$ cat config.mk
export PLATFORM = sky130hd
export DESIGN_NAME = dm_arbiter_flat
export DESIGN_NICKNAME = d
export VERILOG_FILES = /design/src/rtl/dm_arb_pkg.sv /design/src/rtl/dm_arb_if.sv /design/src/rtl/rr_arb2.sv /design/src/rtl/dm_arbiter.sv /design/src/flat_wrapper.sv
export SDC_FILE = /design/constraint.sdc
export NUM_CORES = 1
export LEC_CHECK = 0
export ABC_CLOCK_PERIOD_IN_PS = 2400
export CAP_MARGIN = 20
export CORE_AREA = 5 5 141 143
export DETAILED_ROUTE_END_ITERATION = 10
export DIE_AREA = 0 0 146 148
export PLACE_DENSITY_LB_ADDON = 0.3
export SLEW_MARGIN = 40
export SYNTH_ARGS = -nofsm -noshare
export SYNTH_HDL_FRONTEND = slang
export SYNTH_HIERARCHICAL = 1
export SYNTH_SLANG_ARGS = --single-unit
$ cat constraint.sdc
create_clock -name clk -period 2.4 [get_ports clk]
set_input_delay 0.6 -clock clk [delete_from_list [all_inputs] [get_ports clk]]
set_output_delay 0.6 -clock clk [all_outputs]
set_load 0.01 [all_outputs]
$ cat src/rtl/dm_arb_pkg.sv
// dm_arb_pkg: shared types and helpers for the data-memory arbiter slice.
//   state_t   - sequencer states (IDLE, ACCESS, RESP)
//   req_id_t  - requester identifier (0 = CPU load/store, 1 = DMA/debug)
//   WIDX_HI/LO - word-index field of a byte address
//   addr_err  - alignment / range check for a byte address
package dm_arb_pkg;

  typedef enum logic [1:0] {
    IDLE   = 2'd0,
    ACCESS = 2'd1,
    RESP   = 2'd2
  } state_t;

  typedef logic req_id_t;

  localparam int WIDX_HI = 13;
  localparam int WIDX_LO = 2;

  // An access is rejected when it is not word aligned, when its word index
  // falls past the populated depth, or when any bit above the index is set.
  function automatic logic addr_err(input logic [31:0] addr, input int unsigned depth);
    logic [31:0] widx;
    widx = 32'(addr[WIDX_HI:WIDX_LO]);
    return (addr[WIDX_LO-1:0] != 2'b00) ||
           (widx >= depth) ||
           (addr[31:WIDX_HI+1] != '0);
  endfunction

endpackage

$ cat src/rtl/dm_arb_if.sv
// dm_arb_if: bundles both requester channels, both response channels and the
// single-port memory bus of the data-memory arbiter.
//   slave  modport - used by dm_arbiter (accepts requests, drives memory)
//   master modport - used by requesters / memory model
interface dm_arb_if;

  logic        rq0_valid, rq1_valid;
  logic        rq0_ready, rq1_ready;
  logic        rq0_we,    rq1_we;
  logic [31:0] rq0_addr,  rq1_addr;
  logic [31:0] rq0_wdata, rq1_wdata;
  logic [31:0] rq0_pc,    rq1_pc;

  logic        rsp0_valid, rsp1_valid;
  logic        rsp0_ready, rsp1_ready;
  logic [31:0] rsp0_rdata, rsp1_rdata;
  logic        rsp0_err,   rsp1_err;

  logic [31:0] mem_addr;
  logic [31:0] mem_wd;
  logic        mem_we;
  logic [31:0] mem_rd;

  modport slave (
    input  rq0_valid, rq0_we, rq0_addr, rq0_wdata, rq0_pc,
    input  rq1_valid, rq1_we, rq1_addr, rq1_wdata, rq1_pc,
    input  rsp0_ready, rsp1_ready, mem_rd,
    output rq0_ready, rq1_ready,
    output rsp0_valid, rsp1_valid, rsp0_rdata, rsp1_rdata, rsp0_err, rsp1_err,
    output mem_addr, mem_wd, mem_we
  );

  modport master (
    output rq0_valid, rq0_we, rq0_addr, rq0_wdata, rq0_pc,
    output rq1_valid, rq1_we, rq1_addr, rq1_wdata, rq1_pc,
    output rsp0_ready, rsp1_ready, mem_rd,
    input  rq0_ready, rq1_ready,
    input  rsp0_valid, rsp1_valid, rsp0_rdata, rsp1_rdata, rsp0_err, rsp1_err,
    input  mem_addr, mem_wd, mem_we
  );

endinterface

$ cat src/rtl/rr_arb2.sv
// rr_arb2: combinational two-way round-robin grant.
//   valid_i[1:0] - request valids (bit N = requester N)
//   last_i       - requester granted most recently
//   grant_o[1:0] - one-hot grant, zero when nobody requests
module rr_arb2
  import dm_arb_pkg::*;
(
  input  logic [1:0] valid_i,
  input  req_id_t    last_i,
  output logic [1:0] grant_o
);

  always_comb begin
    grant_o = 2'b00;
    case (valid_i)
      2'b01:   grant_o = 2'b01;
      2'b10:   grant_o = 2'b10;
      // Contention: favour whoever did not win last time.
      2'b11:   grant_o = last_i ? 2'b01 : 2'b10;
      default: grant_o = 2'b00;
    endcase
  end

endmodule

$ cat src/rtl/dm_arbiter.sv
// dm_arbiter: round-robin arbiter and one-access sequencer in front of the
// single-port word-addressed data memory.
//   clk, rst - clock, synchronous active-high reset
//   bus_if   - dm_arb_if.slave: two request channels (valid/ready, we, addr,
//              wdata, pc), two response channels (valid/ready, rdata, err)
//              and the memory port (mem_addr, mem_wd, mem_we, mem_rd)
// Optional build macro DM_ARB_TRACE_EN: prints each store and each rejected
// access during the ACCESS cycle.
module dm_arbiter
  import dm_arb_pkg::*;
#(
  parameter int unsigned DEPTH_WORDS = 3072,
  parameter bit          RST_LAST    = 1'b1
) (
  input  logic      clk,
  input  logic      rst,
  dm_arb_if.slave   bus_if
);

  state_t      state_q, state_d;
  req_id_t     last_q, id_q, gid;
  logic [1:0]  grant;
  logic        we_q, err_q;
  logic [31:0] addr_q, wdata_q, pc_q, rdata_q;
  logic        rsp_ready_sel;

  rr_arb2 u_rr (
    .valid_i ({bus_if.rq1_valid, bus_if.rq0_valid}),
    .last_i  (last_q),
    .grant_o (grant)
  );

  assign gid           = grant[1];
  assign rsp_ready_sel = id_q ? bus_if.rsp1_ready : bus_if.rsp0_ready;

  // State register
  always_ff @(posedge clk) begin
    if (rst) state_q <= IDLE;
    else     state_q <= state_d;
  end

  // Next state: in IDLE a grant is a handshake because ready mirrors grant.
  always_comb begin
    state_d = state_q;
    case (state_q)
      IDLE:    if (grant != 2'b00) state_d = ACCESS;
      ACCESS:  state_d = RESP;
      RESP:    if (rsp_ready_sel) state_d = IDLE;
      default: state_d = IDLE;
    endcase
  end

  // Outputs: everything is forced low while rst is held so a reset landing
  // in ACCESS cannot leak a write strobe into memory.
  always_comb begin
    bus_if.rq0_ready  = 1'b0;
    bus_if.rq1_ready  = 1'b0;
    bus_if.rsp0_valid = 1'b0;
    bus_if.rsp1_valid = 1'b0;
    bus_if.rsp0_rdata = '0;
    bus_if.rsp1_rdata = '0;
    bus_if.rsp0_err   = 1'b0;
    bus_if.rsp1_err   = 1'b0;
    bus_if.mem_we     = 1'b0;
    bus_if.mem_addr   = addr_q;
    bus_if.mem_wd     = wdata_q;
    if (!rst) begin
      case (state_q)
        IDLE: begin
          bus_if.rq0_ready = grant[0];
          bus_if.rq1_ready = grant[1];
        end
        ACCESS: bus_if.mem_we = we_q & ~err_q;
        RESP: begin
          if (id_q == 1'b0) begin
            bus_if.rsp0_valid = 1'b1;
            bus_if.rsp0_rdata = rdata_q;
            bus_if.rsp0_err   = err_q;
          end else begin
            bus_if.rsp1_valid = 1'b1;
            bus_if.rsp1_rdata = rdata_q;
            bus_if.rsp1_err   = err_q;
          end
        end
        default: ;
      endcase
    end
  end

  // Capture / response registers. addr_q and wdata_q double as the memory
  // bus drivers, so they naturally hold between transactions.
  always_ff @(posedge clk) begin
    if (rst) begin
      last_q  <= RST_LAST;
      id_q    <= 1'b0;
      we_q    <= 1'b0;
      err_q   <= 1'b0;
      addr_q  <= '0;
      wdata_q <= '0;
      pc_q    <= '0;
      rdata_q <= '0;
    end else begin
      if (state_q == IDLE && grant != 2'b00) begin
        last_q  <= gid;
        id_q    <= gid;
        we_q    <= gid ? bus_if.rq1_we    : bus_if.rq0_we;
        addr_q  <= gid ? bus_if.rq1_addr  : bus_if.rq0_addr;
        wdata_q <= gid ? bus_if.rq1_wdata : bus_if.rq0_wdata;
        pc_q    <= gid ? bus_if.rq1_pc    : bus_if.rq0_pc;
        err_q   <= addr_err(gid ? bus_if.rq1_addr : bus_if.rq0_addr, DEPTH_WORDS);
      end
      if (state_q == ACCESS) begin
        rdata_q <= (we_q | err_q) ? 32'h0 : bus_if.mem_rd;
      end
    end
  end

`ifdef DM_ARB_TRACE_EN
  always_ff @(posedge clk) begin
    if (!rst && state_q == ACCESS) begin
      if (err_q)     $display("@%h: DM err %h", pc_q, addr_q);
      else if (we_q) $display("@%h: *%h <= %h", pc_q, addr_q, wdata_q);
    end
  end
`else
  // The captured PC only feeds the trace.
  logic unused_pc;
  assign unused_pc = ^pc_q;
`endif

endmodule

$ cat src/flat_wrapper.sv
// flat-port wrapper written by rule: the top's interface ports become plain ports
module dm_arbiter_flat import dm_arb_pkg::*;
#(
  parameter int unsigned DEPTH_WORDS = 3072,
  parameter bit          RST_LAST    = 1'b1
)
  (clk, rst, bus_if_rq0_valid, bus_if_rq0_we, bus_if_rq0_addr, bus_if_rq0_wdata, bus_if_rq0_pc, bus_if_rq1_valid, bus_if_rq1_we, bus_if_rq1_addr, bus_if_rq1_wdata, bus_if_rq1_pc, bus_if_rsp0_ready, bus_if_rsp1_ready, bus_if_mem_rd, bus_if_rq0_ready, bus_if_rq1_ready, bus_if_rsp0_valid, bus_if_rsp1_valid, bus_if_rsp0_rdata, bus_if_rsp1_rdata, bus_if_rsp0_err, bus_if_rsp1_err, bus_if_mem_addr, bus_if_mem_wd, bus_if_mem_we);
  dm_arb_if bus_if_i ();
  input  logic clk;
  input  logic rst;
  input wire logic [$bits(bus_if_i.rq0_valid)-1:0] bus_if_rq0_valid;
  input wire logic [$bits(bus_if_i.rq0_we)-1:0] bus_if_rq0_we;
  input wire logic [$bits(bus_if_i.rq0_addr)-1:0] bus_if_rq0_addr;
  input wire logic [$bits(bus_if_i.rq0_wdata)-1:0] bus_if_rq0_wdata;
  input wire logic [$bits(bus_if_i.rq0_pc)-1:0] bus_if_rq0_pc;
  input wire logic [$bits(bus_if_i.rq1_valid)-1:0] bus_if_rq1_valid;
  input wire logic [$bits(bus_if_i.rq1_we)-1:0] bus_if_rq1_we;
  input wire logic [$bits(bus_if_i.rq1_addr)-1:0] bus_if_rq1_addr;
  input wire logic [$bits(bus_if_i.rq1_wdata)-1:0] bus_if_rq1_wdata;
  input wire logic [$bits(bus_if_i.rq1_pc)-1:0] bus_if_rq1_pc;
  input wire logic [$bits(bus_if_i.rsp0_ready)-1:0] bus_if_rsp0_ready;
  input wire logic [$bits(bus_if_i.rsp1_ready)-1:0] bus_if_rsp1_ready;
  input wire logic [$bits(bus_if_i.mem_rd)-1:0] bus_if_mem_rd;
  output wire logic [$bits(bus_if_i.rq0_ready)-1:0] bus_if_rq0_ready;
  output wire logic [$bits(bus_if_i.rq1_ready)-1:0] bus_if_rq1_ready;
  output wire logic [$bits(bus_if_i.rsp0_valid)-1:0] bus_if_rsp0_valid;
  output wire logic [$bits(bus_if_i.rsp1_valid)-1:0] bus_if_rsp1_valid;
  output wire logic [$bits(bus_if_i.rsp0_rdata)-1:0] bus_if_rsp0_rdata;
  output wire logic [$bits(bus_if_i.rsp1_rdata)-1:0] bus_if_rsp1_rdata;
  output wire logic [$bits(bus_if_i.rsp0_err)-1:0] bus_if_rsp0_err;
  output wire logic [$bits(bus_if_i.rsp1_err)-1:0] bus_if_rsp1_err;
  output wire logic [$bits(bus_if_i.mem_addr)-1:0] bus_if_mem_addr;
  output wire logic [$bits(bus_if_i.mem_wd)-1:0] bus_if_mem_wd;
  output wire logic [$bits(bus_if_i.mem_we)-1:0] bus_if_mem_we;
  assign bus_if_i.rq0_valid = bus_if_rq0_valid;
  assign bus_if_i.rq0_we = bus_if_rq0_we;
  assign bus_if_i.rq0_addr = bus_if_rq0_addr;
  assign bus_if_i.rq0_wdata = bus_if_rq0_wdata;
  assign bus_if_i.rq0_pc = bus_if_rq0_pc;
  assign bus_if_i.rq1_valid = bus_if_rq1_valid;
  assign bus_if_i.rq1_we = bus_if_rq1_we;
  assign bus_if_i.rq1_addr = bus_if_rq1_addr;
  assign bus_if_i.rq1_wdata = bus_if_rq1_wdata;
  assign bus_if_i.rq1_pc = bus_if_rq1_pc;
  assign bus_if_i.rsp0_ready = bus_if_rsp0_ready;
  assign bus_if_i.rsp1_ready = bus_if_rsp1_ready;
  assign bus_if_i.mem_rd = bus_if_mem_rd;
  assign bus_if_rq0_ready = bus_if_i.rq0_ready;
  assign bus_if_rq1_ready = bus_if_i.rq1_ready;
  assign bus_if_rsp0_valid = bus_if_i.rsp0_valid;
  assign bus_if_rsp1_valid = bus_if_i.rsp1_valid;
  assign bus_if_rsp0_rdata = bus_if_i.rsp0_rdata;
  assign bus_if_rsp1_rdata = bus_if_i.rsp1_rdata;
  assign bus_if_rsp0_err = bus_if_i.rsp0_err;
  assign bus_if_rsp1_err = bus_if_i.rsp1_err;
  assign bus_if_mem_addr = bus_if_i.mem_addr;
  assign bus_if_mem_wd = bus_if_i.mem_wd;
  assign bus_if_mem_we = bus_if_i.mem_we;
  dm_arbiter #(.DEPTH_WORDS(DEPTH_WORDS), .RST_LAST(RST_LAST)) u_core (.clk(clk), .rst(rst), .bus_if(bus_if_i));
endmodule
==> impl_metrics.yaml <==
critical_path:
  cpMaxStageDelayCell: "clkdlybuf4s50_1"
  cp-start-kind: "input port"
  worstPathArrival_ns: 1.78
  r2r_slack_ns: 0.54
  worst_r2r_path_depth: 7
  critPathMaxFanout: 2
  cp_slowest_stage_delay_ns: 0.52
  crit_type: "input port to output pin"
  regToRegEndpoint: "u_core/err_q$_SDFFE_PP0P_"
  cp.required_ns: 1.80
  cpLargestDelayFamily: "buffers and inverters"
  endpoint_kind: "output pin"
  path_buf_inv: 2
  worstPathCellList: "clkdlybuf4s50_1, a21boi_1, nand2_1, nor2_1, clkdlybuf4s15_1"
  r2r-start: "u_core/last_q$_SDFFE_PP1P_"
worst_hold_path:
  hp-start: "u_core/bus_if.mem_wd[0]$_SDFFE_PP0P_"
  hold_end: "u_core/bus_if.mem_wd[0]$_SDFFE_PP0P_"
  min_delay_path_depth: 2
  min_path_type: "register to register"
global_route:
  grt_max_degree: 58
  overflow: 0
  grt_pass1_vias: 4566
  grt_use_total_pct: 14.24
  grt_antenna_before_repair: 0
  grt_first_pass_wirelength_mm: 24.65
sta:
  fin_hold_ws_ns: 0.4985
  timing.setup.tns_ns: 0
  grt_setup_unrepaired: "yes"
  slew_viol_final: 0
  worst_pin_slew_ns: 0.6415
  period_share_pct: 99.07
  setup_viol: 0
  min_period_ns: 2.378
  max_slew_margin_pct: 57.23
  fin_skew_ns: 0.01089
  fmax_mhz: 420.6
  hold_violations: 0
drt:
  route.detailed.drc: 0
  drt-initial-drc-count: 133
  wl_per_cell_um: 15.98
  drt-vias-per-instance: 4.541
  ant_nets: 0
  vias: 4727
  wl_mm: 16.64
  firstDrtPassIters: 4
clock_tree:
  htree_num_levels: 3
  cts_hold_buf: 0
  clock-root-buffer: "clkbuf_16"
  clock-sinks: 102
  cts_buffer_depth: 2
  clock_latency_ns: 0.34
  cts_tree: "yes"
  path_clk_slew_ns: 0.07
  cts_buffers: 9
floorplanning:
  core_area_um2: 18460
  num_rows: 50
  die_height_um: 148
  initial_core_util_pct: 27.21
  die_x_um: 146
  dieArea_um2: 21610
  pin_count: 367
finish:
  drive_above_1_share_pct: 13.63
  final_cell_mix: "clkdlybuf4s50_1 (230), nor2_1 (101), dfxtp_1 (99), dlygate4sd2_1 (68)"
  area_growth_pct: 71.32
  multi_input_area_um2: 2780
  mostFrequentLayoutCell: "clkdlybuf4s50_1"
  fillers: 1795
  n_antenna_cell: 0
  seq_area_um2: 2046
  nNetsFinal: 1035
synthesis:
  synthArstFlopShare_pct: 0
  yosysSeqAreaShare_pct: 40.67
  synth_area_leaders: "dfxtp_1 (41%), a211oi_2 (15%), mux2i_1 (13%), and2_1 (8.2%), nor2_1 (7.6%)"
  ys_warn_count: 6
  yosysTopAreaCell: "dfxtp_1"
  syn_area_per_cell_um2: 9.769
  syn-cell-area_um2: 5021
  yosys.area.top_type_share_pct: 40.67
  syn_nets: 746
  synthFlopType: "dfxtp_1"
  postSynthCellCount: 514
  synth_edf_count: 0
  synth_cell_type_count: 34
  ys_ff_latch: 102
placed_design:
  numPortBuffers: 302
  routabilityCongestion: 0.7750
  hpwl_mm: 13.06
flow_run:
  maxCapViolCount: 0
power:
  leakage_nw: 3.495
  powerDensity_nw_per_um2: 582.0
  ir_drop_mv: 0.3040
run_status:
  status: "complete, no violations"
## tightest hold or removal path, stage by stage (launching register included)
cell	delay, ns
dfxtp_1	0.31
nor2_1	0.09
a211oi_1	0.05
## flip-flops by register name (all words and copies together) (netlist names)
signal / cells
u_core/bus_if.mem_addr: 32
u_core/bus_if.mem_wd: 32
u_core/err_q: 1
u_core/id_q: 1
u_core/last_q: 1
u_core/rdata_q: 32
u_core/state_q: 2
u_core/we_q: 1
## how the worst max path moves through the flow
stage	startpoint	endpoint	slack, ns	cells past startpoint
floorplan	bus_if_rq1_valid	bus_if_rq1_ready	0.19	4
global route	bus_if_rq0_valid	bus_if_rq0_ready	-0.03	5
CTS	bus_if_rq0_valid	bus_if_rq0_ready	0.004	5
global placement	bus_if_rq0_valid	u_core/err_q$_SDFFE_PP0P_	-0.40	8
finish	bus_if_rq0_valid	bus_if_rq0_ready	0.02	5
detailed placement	bus_if_rq0_valid	u_core/err_q$_SDFFE_PP0P_	-0.44	8
## synth_stat cells (2+ instances only)
library cell	number
nand4_1	2
a211oi_2	60
clkbuf_1	14
buf_6	2
a22oi_1	33
a21oi_1	2
nor2_1	101
buf_4	6
nor4_1	5
o41ai_1	2
nand2_1	2
buf_1	4
a211oi_1	5
nor4b_1	3
buf_2	22
dfxtp_1	102
and2_1	66
or4_1	2
mux2i_1	66
## through the flow
step	util, %	area, um^2	std cells	total power, mW	setup slack (ns)
2_1_floorplan	-	5021	514	2.786	0.1940
3_3_place_gp	45.25	8352	1025	3.549	-0.4016
3_5_place_dp	45.27	8356	1025	3.559	-0.4428
4_1_cts	46.56	8593	1041	5.097	0.003713
5_1_grt	46.61	8602	1041	5.272	-0.02730
6_report	46.61	8602	1041	5.006	0.02232
## power by group
| group | internal, mW | switching [mW] |
|---|---|---|
| clock network | 0.841 | 0.659 |
| logic | 0.824 | 0.679 |
| registers | 1.89 | 0.116 |
| total | 3.55 | 1.45 |
## per-layer routing
metal | wire length (um) | GRT usage (%)
met5 | 0 | 0
met4 | 250 | 4.374
met3 | 1225 | 3.863
met2 | 7992 | 24.59
met1 | 7167 | 17.36
## cell families (layout without fill, tap and decap cells)
logic type,after synthesis,after routing,synth area share [%]
AOI/OAI and AO/OA,107,107,22.00
muxes,66,66,13.16
and+or+nand+nor,190,190,19.21
DFF,102,102,40.67
buffers and inverters,49,342,4.959
## area by class of cell
cell class              count  share of cell area (%)
clock inverters             4                  0.6545
clock buffers              11                   2.822
multi-input cells         363                   32.32
flip-flops and latches    102                   23.78
repair buffers            326                   36.97
well taps                 234                   3.404
inverters                   1                 0.04364
## what timing repair did
action                     in CTS  in global routing
buffers inserted                1                  0
setup endpoints to repair      72                  5
resized for setup              78                  5
pin swaps                       1                  1
(Power assumes the default switching activity.)
